[src/rtl/fifo_pkg.sv]
// Shared types and elaboration helpers for the single-clock FIFO.
package fifo_pkg;

  typedef enum logic {
    FIFO_STD  = 1'b0,
    FIFO_FWFT = 1'b1
  } fifo_mode_e;

  // Pointer width: clog2 of the depth, never narrower than one bit.
  function automatic int fifo_addr_size(input int depth);
    return (depth <= 2) ? 1 : $clog2(depth);
  endfunction

  function automatic bit fifo_params_ok(input int depth, input int fwft,
                                        input int af_thresh, input int ae_thresh);
    return (depth >= 2) && (fwft == 0 || fwft == 1) &&
           (af_thresh >= 1) && (af_thresh <= depth) &&
           (ae_thresh >= 0) && (ae_thresh <= depth - 1);
  endfunction

endpackage

[src/rtl/fifo_regfile.sv]
// FIFO storage: one synchronous write port, one asynchronous read port.
module fifo_regfile #(
  parameter int DATA_SIZE  = 32,
  parameter int DATA_DEPTH = 16,
  parameter int ADDR_SIZE  = 4
) (
  input  logic                 clk,
  input  logic                 i_w_en,
  input  logic [ADDR_SIZE-1:0] i_w_addr,
  input  logic [DATA_SIZE-1:0] i_w_data,
  input  logic [ADDR_SIZE-1:0] i_r_addr,
  output logic [DATA_SIZE-1:0] o_r_data
);

  logic [DATA_SIZE-1:0] r_mem [DATA_DEPTH];

  // NOTE: the array has no reset; occupancy lives in the pointers and count,
  // so stale contents are never observed and the array maps onto plain RAM.
  always_ff @(posedge clk) begin
    if (i_w_en) r_mem[i_w_addr] <= i_w_data;
  end

  assign o_r_data = r_mem[i_r_addr];

endmodule

[src/rtl/synchronous_fifo.sv]
// Single-clock FIFO with occupancy count, almost-full/empty thresholds,
// synchronous flush, sticky error flags and standard or FWFT read mode.
module synchronous_fifo
  import fifo_pkg::*;
#(
  parameter int DATA_SIZE  = 32,
  parameter int DATA_DEPTH = 16,
  parameter int FWFT       = 0,
  parameter int AF_THRESH  = DATA_DEPTH - 2,
  parameter int AE_THRESH  = 2,
  localparam int ADDR_SIZE = fifo_addr_size(DATA_DEPTH),
  localparam int CNT_SIZE  = $clog2(DATA_DEPTH + 1)
) (
  input  logic                 clk,
  input  logic                 nrst,
  input  logic                 flush,
  input  logic                 w_en,
  input  logic [DATA_SIZE-1:0] w_data,
  output logic                 full,
  output logic                 almost_full,
  output logic                 overflow,
  input  logic                 r_en,
  output logic [DATA_SIZE-1:0] r_data,
  output logic                 r_valid,
  output logic                 empty,
  output logic                 almost_empty,
  output logic                 underflow,
  input  logic                 err_clr,
  output logic [CNT_SIZE-1:0]  count
);

  if (!fifo_params_ok(DATA_DEPTH, FWFT, AF_THRESH, AE_THRESH)) begin : g_bad_params
    $error("synchronous_fifo: illegal DATA_DEPTH/FWFT/threshold parameters");
  end

  localparam fifo_mode_e           MODE      = fifo_mode_e'(FWFT != 0);
  localparam logic [CNT_SIZE-1:0]  DEPTH_CNT = CNT_SIZE'(DATA_DEPTH);
  localparam logic [CNT_SIZE-1:0]  AF_CNT    = CNT_SIZE'(AF_THRESH);
  localparam logic [CNT_SIZE-1:0]  AE_CNT    = CNT_SIZE'(AE_THRESH);
  localparam logic [ADDR_SIZE-1:0] LAST_ADDR = ADDR_SIZE'(DATA_DEPTH - 1);

  logic [ADDR_SIZE-1:0] r_w_ptr, r_r_ptr;
  logic [CNT_SIZE-1:0]  r_count;
  logic                 r_overflow, r_underflow;
  logic [DATA_SIZE-1:0] w_mem_rdata;
  logic                 w_full, w_empty, w_w_acc, w_r_acc, w_mem_we;
  logic                 w_ovf_evt, w_unf_evt;

  // Explicit wrap so non-power-of-two depths never walk past the last entry.
  function automatic logic [ADDR_SIZE-1:0] ptr_next(input logic [ADDR_SIZE-1:0] p);
    return (p == LAST_ADDR) ? '0 : p + ADDR_SIZE'(1);
  endfunction

  assign w_full    = (r_count == DEPTH_CNT);
  assign w_empty   = (r_count == '0);
  assign w_w_acc   = w_en & ~w_full;
  assign w_r_acc   = r_en & ~w_empty;
  assign w_mem_we  = nrst & ~flush & w_w_acc;
  assign w_ovf_evt = ~flush & w_en & w_full;
  assign w_unf_evt = ~flush & r_en & w_empty;

  fifo_regfile #(
    .DATA_SIZE (DATA_SIZE),
    .DATA_DEPTH(DATA_DEPTH),
    .ADDR_SIZE (ADDR_SIZE)
  ) u_regfile (
    .clk     (clk),
    .i_w_en  (w_mem_we),
    .i_w_addr(r_w_ptr),
    .i_w_data(w_data),
    .i_r_addr(r_r_ptr),
    .o_r_data(w_mem_rdata)
  );

  // NOTE: sequential state uses non-blocking assignments only, so every
  // register samples the pre-edge values regardless of statement order.
  always_ff @(posedge clk) begin
    if (!nrst) begin
      r_w_ptr <= '0;
      r_r_ptr <= '0;
      r_count <= '0;
    end else if (flush) begin
      r_w_ptr <= '0;
      r_r_ptr <= '0;
      r_count <= '0;
    end else begin
      if (w_w_acc) r_w_ptr <= ptr_next(r_w_ptr);
      if (w_r_acc) r_r_ptr <= ptr_next(r_r_ptr);
      if (w_w_acc && !w_r_acc)      r_count <= r_count + CNT_SIZE'(1);
      else if (!w_w_acc && w_r_acc) r_count <= r_count - CNT_SIZE'(1);
    end
  end

  // A fresh error event outranks a simultaneous clear.
  always_ff @(posedge clk) begin
    if (!nrst) begin
      r_overflow  <= 1'b0;
      r_underflow <= 1'b0;
    end else begin
      if (w_ovf_evt)    r_overflow <= 1'b1;
      else if (err_clr) r_overflow <= 1'b0;
      if (w_unf_evt)    r_underflow <= 1'b1;
      else if (err_clr) r_underflow <= 1'b0;
    end
  end

  if (MODE == FIFO_FWFT) begin : g_fwft
    assign r_data  = w_mem_rdata;
    assign r_valid = ~w_empty;
  end else begin : g_std
    logic [DATA_SIZE-1:0] r_rdata;
    logic                 r_rvalid;

    always_ff @(posedge clk) begin
      if (!nrst) begin
        r_rdata  <= '0;
        r_rvalid <= 1'b0;
      end else if (flush) begin
        r_rvalid <= 1'b0;
      end else begin
        r_rvalid <= w_r_acc;
        if (w_r_acc) r_rdata <= w_mem_rdata;
      end
    end

    assign r_data  = r_rdata;
    assign r_valid = r_rvalid;
  end

  assign count        = r_count;
  assign full         = w_full;
  assign empty        = w_empty;
  assign almost_full  = (r_count >= AF_CNT);
  assign almost_empty = (r_count <= AE_CNT);
  assign overflow     = r_overflow;
  assign underflow    = r_underflow;

endmodule

[config.mk]
export PLATFORM = sky130hd
export DESIGN_NAME = synchronous_fifo
export DESIGN_NICKNAME = d
export VERILOG_FILES = /design/src/rtl/fifo_pkg.sv /design/src/rtl/fifo_regfile.sv /design/src/rtl/synchronous_fifo.sv
export SDC_FILE = /design/constraint.sdc
export NUM_CORES = 1
export LEC_CHECK = 0
export CAP_MARGIN = 15
export CORE_ASPECT_RATIO = 2
export CORE_MARGIN = 8
export CORE_UTILIZATION = 54
export DETAILED_ROUTE_END_ITERATION = 10
export GPL_TIMING_DRIVEN = 0
export PLACE_DENSITY = 0.75
export SYNTH_ARGS = -nofsm -noshare
export SYNTH_HDL_FRONTEND = slang
export SYNTH_HIERARCHICAL = 1
export SYNTH_SLANG_ARGS = --single-unit
[constraint.sdc]
create_clock -name clk -period 4.1 [get_ports clk]
set_input_delay 0.615 -clock clk [delete_from_list [all_inputs] [get_ports clk]]
set_output_delay 0.615 -clock clk [all_outputs]
set_load 0.01 [all_outputs]
After elaboration in Yosys (flattened, before gate mapping)

Memory sizes are Yosys's and may differ from the RTL's. A register that Yosys moved wholly into a read port is not among the register bits.
Cells that the tools add are included.

Bits of input ports: 38
Word-level logic and storage cells: 48
Output and inout bits: 44
Memories kept: 1
Memory bits (read-only): 0
Bits in registers: 16
RAM bits: 512
Bits in latches: 0

Div/mod/pow operators: 0
Equal/unequal tests: 3
Order comparisons: 2
$add $sub $neg: 4
Multipliers: 0
Reduce and logical (&&, ||, !) cells: 11
Bitwise gates (word level): 12
Muxes and demuxes: 9
Shift operators: 0

Memory list:

| name            | words | bits a word | read ports | clocked after memory_dff | wr ports | line               | source |
|---|---|---|---|---|---|---|---|
| u_regfile.r_mem | 16    | 32          | 1          | 1                        | 1        | fifo_regfile.sv:15 | `logic [DATA_SIZE-1:0] r_mem [DATA_DEPTH];` |

Operators by type and width:

| operator                                                                            | number |
|---|---|
| 5-bit 2-to-1 mux                                                                    | 2 |
| 4-bit by 1-bit adder with 4-bit output, second input constant                       | 2 |
| 1-bit bitwise AND                                                                   | 8 |
| 4-bit == test, second input constant                                                | 2 |
| 4-bit 2-to-1 mux                                                                    | 2 |
| 2-bit nonzero test                                                                  | 3 |
| 5-bit by 1-bit adder with 5-bit output, second input constant                       | 1 |
| 5-bit == test, second input constant                                                | 1 |
| 5-bit by 4-bit greater-or-equal comparator with 1-bit output, second input constant | 1 |
| 5-bit by 2-bit less-or-equal comparator with 1-bit output, second input constant    | 1 |
| 5-bit logical NOT                                                                   | 1 |
| 1-bit 2-to-1 mux                                                                    | 5 |
| 5-bit by 1-bit subtractor with 5-bit output, second input constant                  | 1 |
| 1-bit inverter                                                                      | 4 |
| 1-bit logical NOT                                                                   | 3 |
| 1-bit logical AND                                                                   | 2 |
| 2-bit AND reduction                                                                 | 1 |
| 2-bit OR reduction                                                                  | 1 |

Logic depth before layout (Yosys ltp)

Depth after elaboration: 7
Mapped depth: 10
Mapped depth without buffers: 9

Hierarchy

Netlist, hierarchy kept.

By module, submodules not included:

| module           | cells an instance | times used | area an instance (um^2) | sequential area each (um^2) |
|---|---|---|---|---|
| fifo_regfile     | 806               | 1          | 19213.4                 | 15374.7 |
| synchronous_fifo | 239               | 1          | 2042.0                  | 960.9 |

Worst setup path after synthesis

No wires, ideal clock.

Path kind: flip-flop to flip-flop
Start point: register r_count[1] (netlist: count[1])
End point: memory u_regfile.r_mem[0][0] (enable)
Path slack: -0.251 ns
Library setup time: 0.461 ns
Clock period less this slack: 4.351 ns
Path buffers: 1
Required time: 3.639 ns
Data arrival time: 3.890 ns
Cell stages (with the launch flop): 7
Cell sequence: dfxtp_1 > or4_1 > buf_6 > o21a_1 > and3_1 > or3b_2 > nor3_1

Word-level cells in the longest chain between the ends: 6

Ends and longest elaborated chain:

| item                                   | line                   | source |
|---|---|---|
| start: declaration                     | synchronous_fifo.sv:43 | `logic [CNT_SIZE-1:0] r_count;` |
| start signal: assignment               | synchronous_fifo.sv:89 | `if (w_w_acc && !w_r_acc) r_count <= r_count + CNT_SIZE'(1);` |
| start signal: assignment               | synchronous_fifo.sv:90 | `else if (!w_w_acc && w_r_acc) r_count <= r_count - CNT_SIZE'(1);` |
| 5-bit == test                          | synchronous_fifo.sv:54 | `assign w_full = (r_count == DEPTH_CNT);` |
| 1-bit inverter                         | synchronous_fifo.sv:56 | `assign w_w_acc = w_en & ~w_full;` |
| 1-bit bitwise AND                      | synchronous_fifo.sv:56 |  |
| named net w_w_acc                      | synchronous_fifo.sv:46 | `logic w_full, w_empty, w_w_acc, w_r_acc, w_mem_we;` |
| 1-bit bitwise AND                      | synchronous_fifo.sv:58 | `assign w_mem_we = nrst & ~flush & w_w_acc;` |
| named net w_mem_we                     | synchronous_fifo.sv:46 |  |
| 1-bit 2-to-1 mux                       | fifo_regfile.sv:20     | `if (i_w_en) r_mem[i_w_addr] <= i_w_data;` |
| 1-bit 2-to-1 mux (implied by the code) | fifo_regfile.sv:20     |  |
| end: declaration                       | fifo_regfile.sv:15     |  |

The timed path passes the listed nets, and every way through them passes these cells.

Final worst setup path

Start point: input port nrst
End point: memory u_regfile.r_mem[12][11] (enable)

Word-level cells in the longest chain between the ends: 4

Ends and longest elaborated chain:

| item                                   | line                   | source |
|---|---|---|
| start: declaration                     | synchronous_fifo.sv:15 | `input logic nrst,` |
| 1-bit bitwise AND (2 in series)        | synchronous_fifo.sv:58 |  |
| named net w_mem_we                     | synchronous_fifo.sv:46 |  |
| 1-bit 2-to-1 mux                       | fifo_regfile.sv:20     |  |
| 1-bit 2-to-1 mux (implied by the code) | fifo_regfile.sv:20     |  |

The timed path passes the listed nets, and every way through them passes these cells.

==> run_results.csv <==
group,metric,value,unit
run_status,status,"completed",
sta,rsz0062_at_grt,"false",
clock_tree,cts_tree,"yes",
place,port-buffer-count,81,
power_and_ir_drop,ir_drop,0.0005356,V
die,std_cell_rows,103,
yosys,post_synth.cell_area_avg,20.34,um^2
job,cap_violations,0,
yosys,ys_seq_elements,560,
power_and_ir_drop,p_leak,0.007659,uW
yosys,synth_mux_area_frac,0.1375,
yosys,ys_seq_area_frac,0.7685,
detailed_routing,wl_per_cell,26.90,um
place,placed_area,23280,um^2
yosys,synthSimpleGateAreaFrac,0.03314,
place,place.gp.congestion,0.7379,
yosys,async_flop_share,0,
detailed_routing,drtIter0Drc,1074,
finish,drive_above_1_share,0.2170,
clock_tree,cts-resized-gates,0,
finish,nNetsFinal,1244,
global_routing,antenna_found_initial,2,
finish,insertedDiodeCount,0,
clock_tree,clk-insertion-delay-late,560,ps
clock_tree,path_clk_slew,70,ps
finish,area_growth,16.48,%
place,dp_hpwl,30.61,mm
die,pin_count,82,
yosys,synth_ff_type,"edfxtp_1",
clock_tree,cts_root_buffer,"clkbuf_16",
yosys,yosysWarnings,6,
detailed_routing,postRouteAntennaNets,0,
global_routing,grt_pass1_wl,70.75,mm
sta,finClkSkew,15.48,ps
setup_path,crit_type,"in -> reg",
worst_hold_path,worstHoldPathType,"reg -> reg",
sta,min_period,3410,ps
die,initial_utilization,0.5425,
power_and_ir_drop,power_density,475.1,nW/um^2
finish,final_area,24760,um^2
clock_tree,clockBufferDepth,3,
yosys,synth_compound_area_frac,0.03885,
sta,worst_slew_pin_slew,953.0,ps
detailed_routing,routed_wl,47.34,mm
sta,max_freq,293.2,MHz
global_routing,grt_pass1_vias,11480,
yosys,synth_edf_count,512,
clock_tree,cts.sinks,560,
sta,fin_crit_sh,0.8317,
detailed_routing,drt_first_pass_iters,5,
sta,drv_slew,0,
setup_path,worstPathRequired,4360,ps
yosys,ys_types,47,
sta,slew-limit-headroom,0.3612,
global_routing,grt-ovfl-total,0,
sta,whs,467.3,ps
clock_tree,numCtsBuffers,46,
yosys,syn_area,21260,um^2
setup_path,arrival,3670,ps
yosys,netlist_instances,1045,
finish,fillCellCount,2634,
die,dieArea,46350,um^2
yosys,synthAdderAreaFrac,0.004474,
die,core,39180,um^2
yosys,synthXorXnorAreaFrac,0.001648,
yosys,syn-num-nets,1090,
detailed_routing,drc_errors,0,
detailed_routing,via_count,10880,
detailed_routing,viasPerCell,6.182,
global_routing,grtUsageTotal,0.2086,
setup_path,cp-end-kind,"flip-flop",
die,fp.dieW,156.3,um
setup_path,cp_max_fo,10,
clock_tree,post-cts-setup-buffers,0,
sta,setup-violations-final,0,
global_routing,grt_max_degree,25,
die,die_y,296.6,um
clock_tree,htreeDepth,2,
yosys,synth_top_family_by_area,"multiplexers",
clock_tree,cts_hold_buffers,0,
setup_path,cp-start-kind,"input port",
sta,finalHoldViolCount,0,
[worst max-delay path: stages]
cell and delay, ps:
clkdlybuf4s50_1 660, clkbuf_1 460, and3_1 320, nand3_1 340
nor3_2 830, buf_8 250, buf_6 180
[path summary, 6_finish.rpt]
| path | from | end | cells past startpoint | slack (ps) |
|---|---|---|---|---|
| max | nrst | u_regfile/r_mem[12][11] | 7 | 690 |
| min | r_data[0] | r_data[0] | 2 | 470 |
| max reg2reg | count[1] | u_regfile/r_mem[12][11] | 8 | 850 |
| min reg2reg | r_data[0] | r_data[0] | 2 | 470 |
[synthesized netlist by cell type (6+ instances only)]
cell	count	area share
dfxtp_1	48	0.045
a21oi_1	6	0.0014
mux4_2	128	0.14
nor2_1	27	0.0048
buf_4	11	0.0039
buf_1	9	0.0016
a22oi_1	64	0.023
clkbuf_1	27	0.0048
nand3_1	38	0.0089
buf_6	6	0.0032
edfxtp_1	512	0.72
o21ai_0	28	0.0066
nand2_1	70	0.012
ha_1	6	0.0035
[kinds of logic (layout without fill, tap and decap cells)]
| family | after synthesis | in the layout |
|---|---|---|
| buf+inv | 64 | 254 |
| simple gates | 158 | 158 |
| flops | 560 | 560 |
| mux | 132 | 132 |
| compound gates | 120 | 120 |
| xor+xnor | 4 | 4 |
| fa+ha+maj | 7 | 7 |
[layer usage]
layer | GRT usage | vias to the layer above | share of wire
li1 | - | 4612 | -
met1 | 0.2504 | 5576 | 0.35
met2 | 0.3713 | 574 | 0.53
met3 | 0.03433 | 117 | 0.081
met4 | 0.07939 | 2 | 0.033
met5 | 0 | - | 0.00034
[stage by stage]
| stage | setup TNS [ps] | utilization | std cells | setup slack [ps] | total power, uW |
|---|---|---|---|---|---|
| after floorplan | 0 | - | 1045 | 94.66 | 7128 |
| after global placement | -875810 | 0.5801 | 1651 | -3158 | 7527 |
| after detailed placement | 0 | 0.5943 | 1676 | 88.51 | 7585 |
| after CTS | 0 | 0.6319 | 1760 | 684.2 | 11820 |
| after global routing | 0 | 0.6319 | 1760 | 574.1 | 12100 |
| final | 0 | 0.6319 | 1760 | 689.9 | 11760 |
[registers in the layout, summed over array words and instances (netlist names)]
name,flops
r_valid,1
r_r_ptr,4
r_w_ptr,4
r_data,32
underflow,1
u_regfile/r_mem,512
overflow,1
count,5
[power by group]
group          internal [uW]  switching [uW]
clock network           2400            1910
registers               6300            59.8
logic                    524             575
total                   9220            2550
[cells in the final DEF, fill, tap and decap left out, types with 4 or more instances in the layout]
cell type	n
edfxtp_1	512
mux4_2	128
clkdlybuf4s50_1	81
nand2_1	70
a22oi_1	64
dfxtp_1	48
clkbuf_16	47
nand3_1	38
clkbuf_1	35
o21ai_0	28
buf_6	16
nor2_1	15
nor2_4	12
clkinv_2	11
buf_4	11
buf_1	9
clkinv_1	7
a21oi_1	6
ha_1	6
buf_16	6
buf_12	6
buf_2	5
o21ai_1	5
nand2b_1	4
mux2i_1	4
bufinv_16	4
[final cells by class]
cell class	instances	area, um^2	area share
sequential	560	16340	0.6598
multi-input combinational	421	4700	0.1898
timing repair buffer	106	1254	0.05064
clock buffer	57	1234	0.04983
tap	525	656.9	0.02653
buffer	61	325.3	0.01314
clock inverter	27	241.5	0.009754
inverter	3	11.26	0.0004548
(Power assumes the default switching activity.)
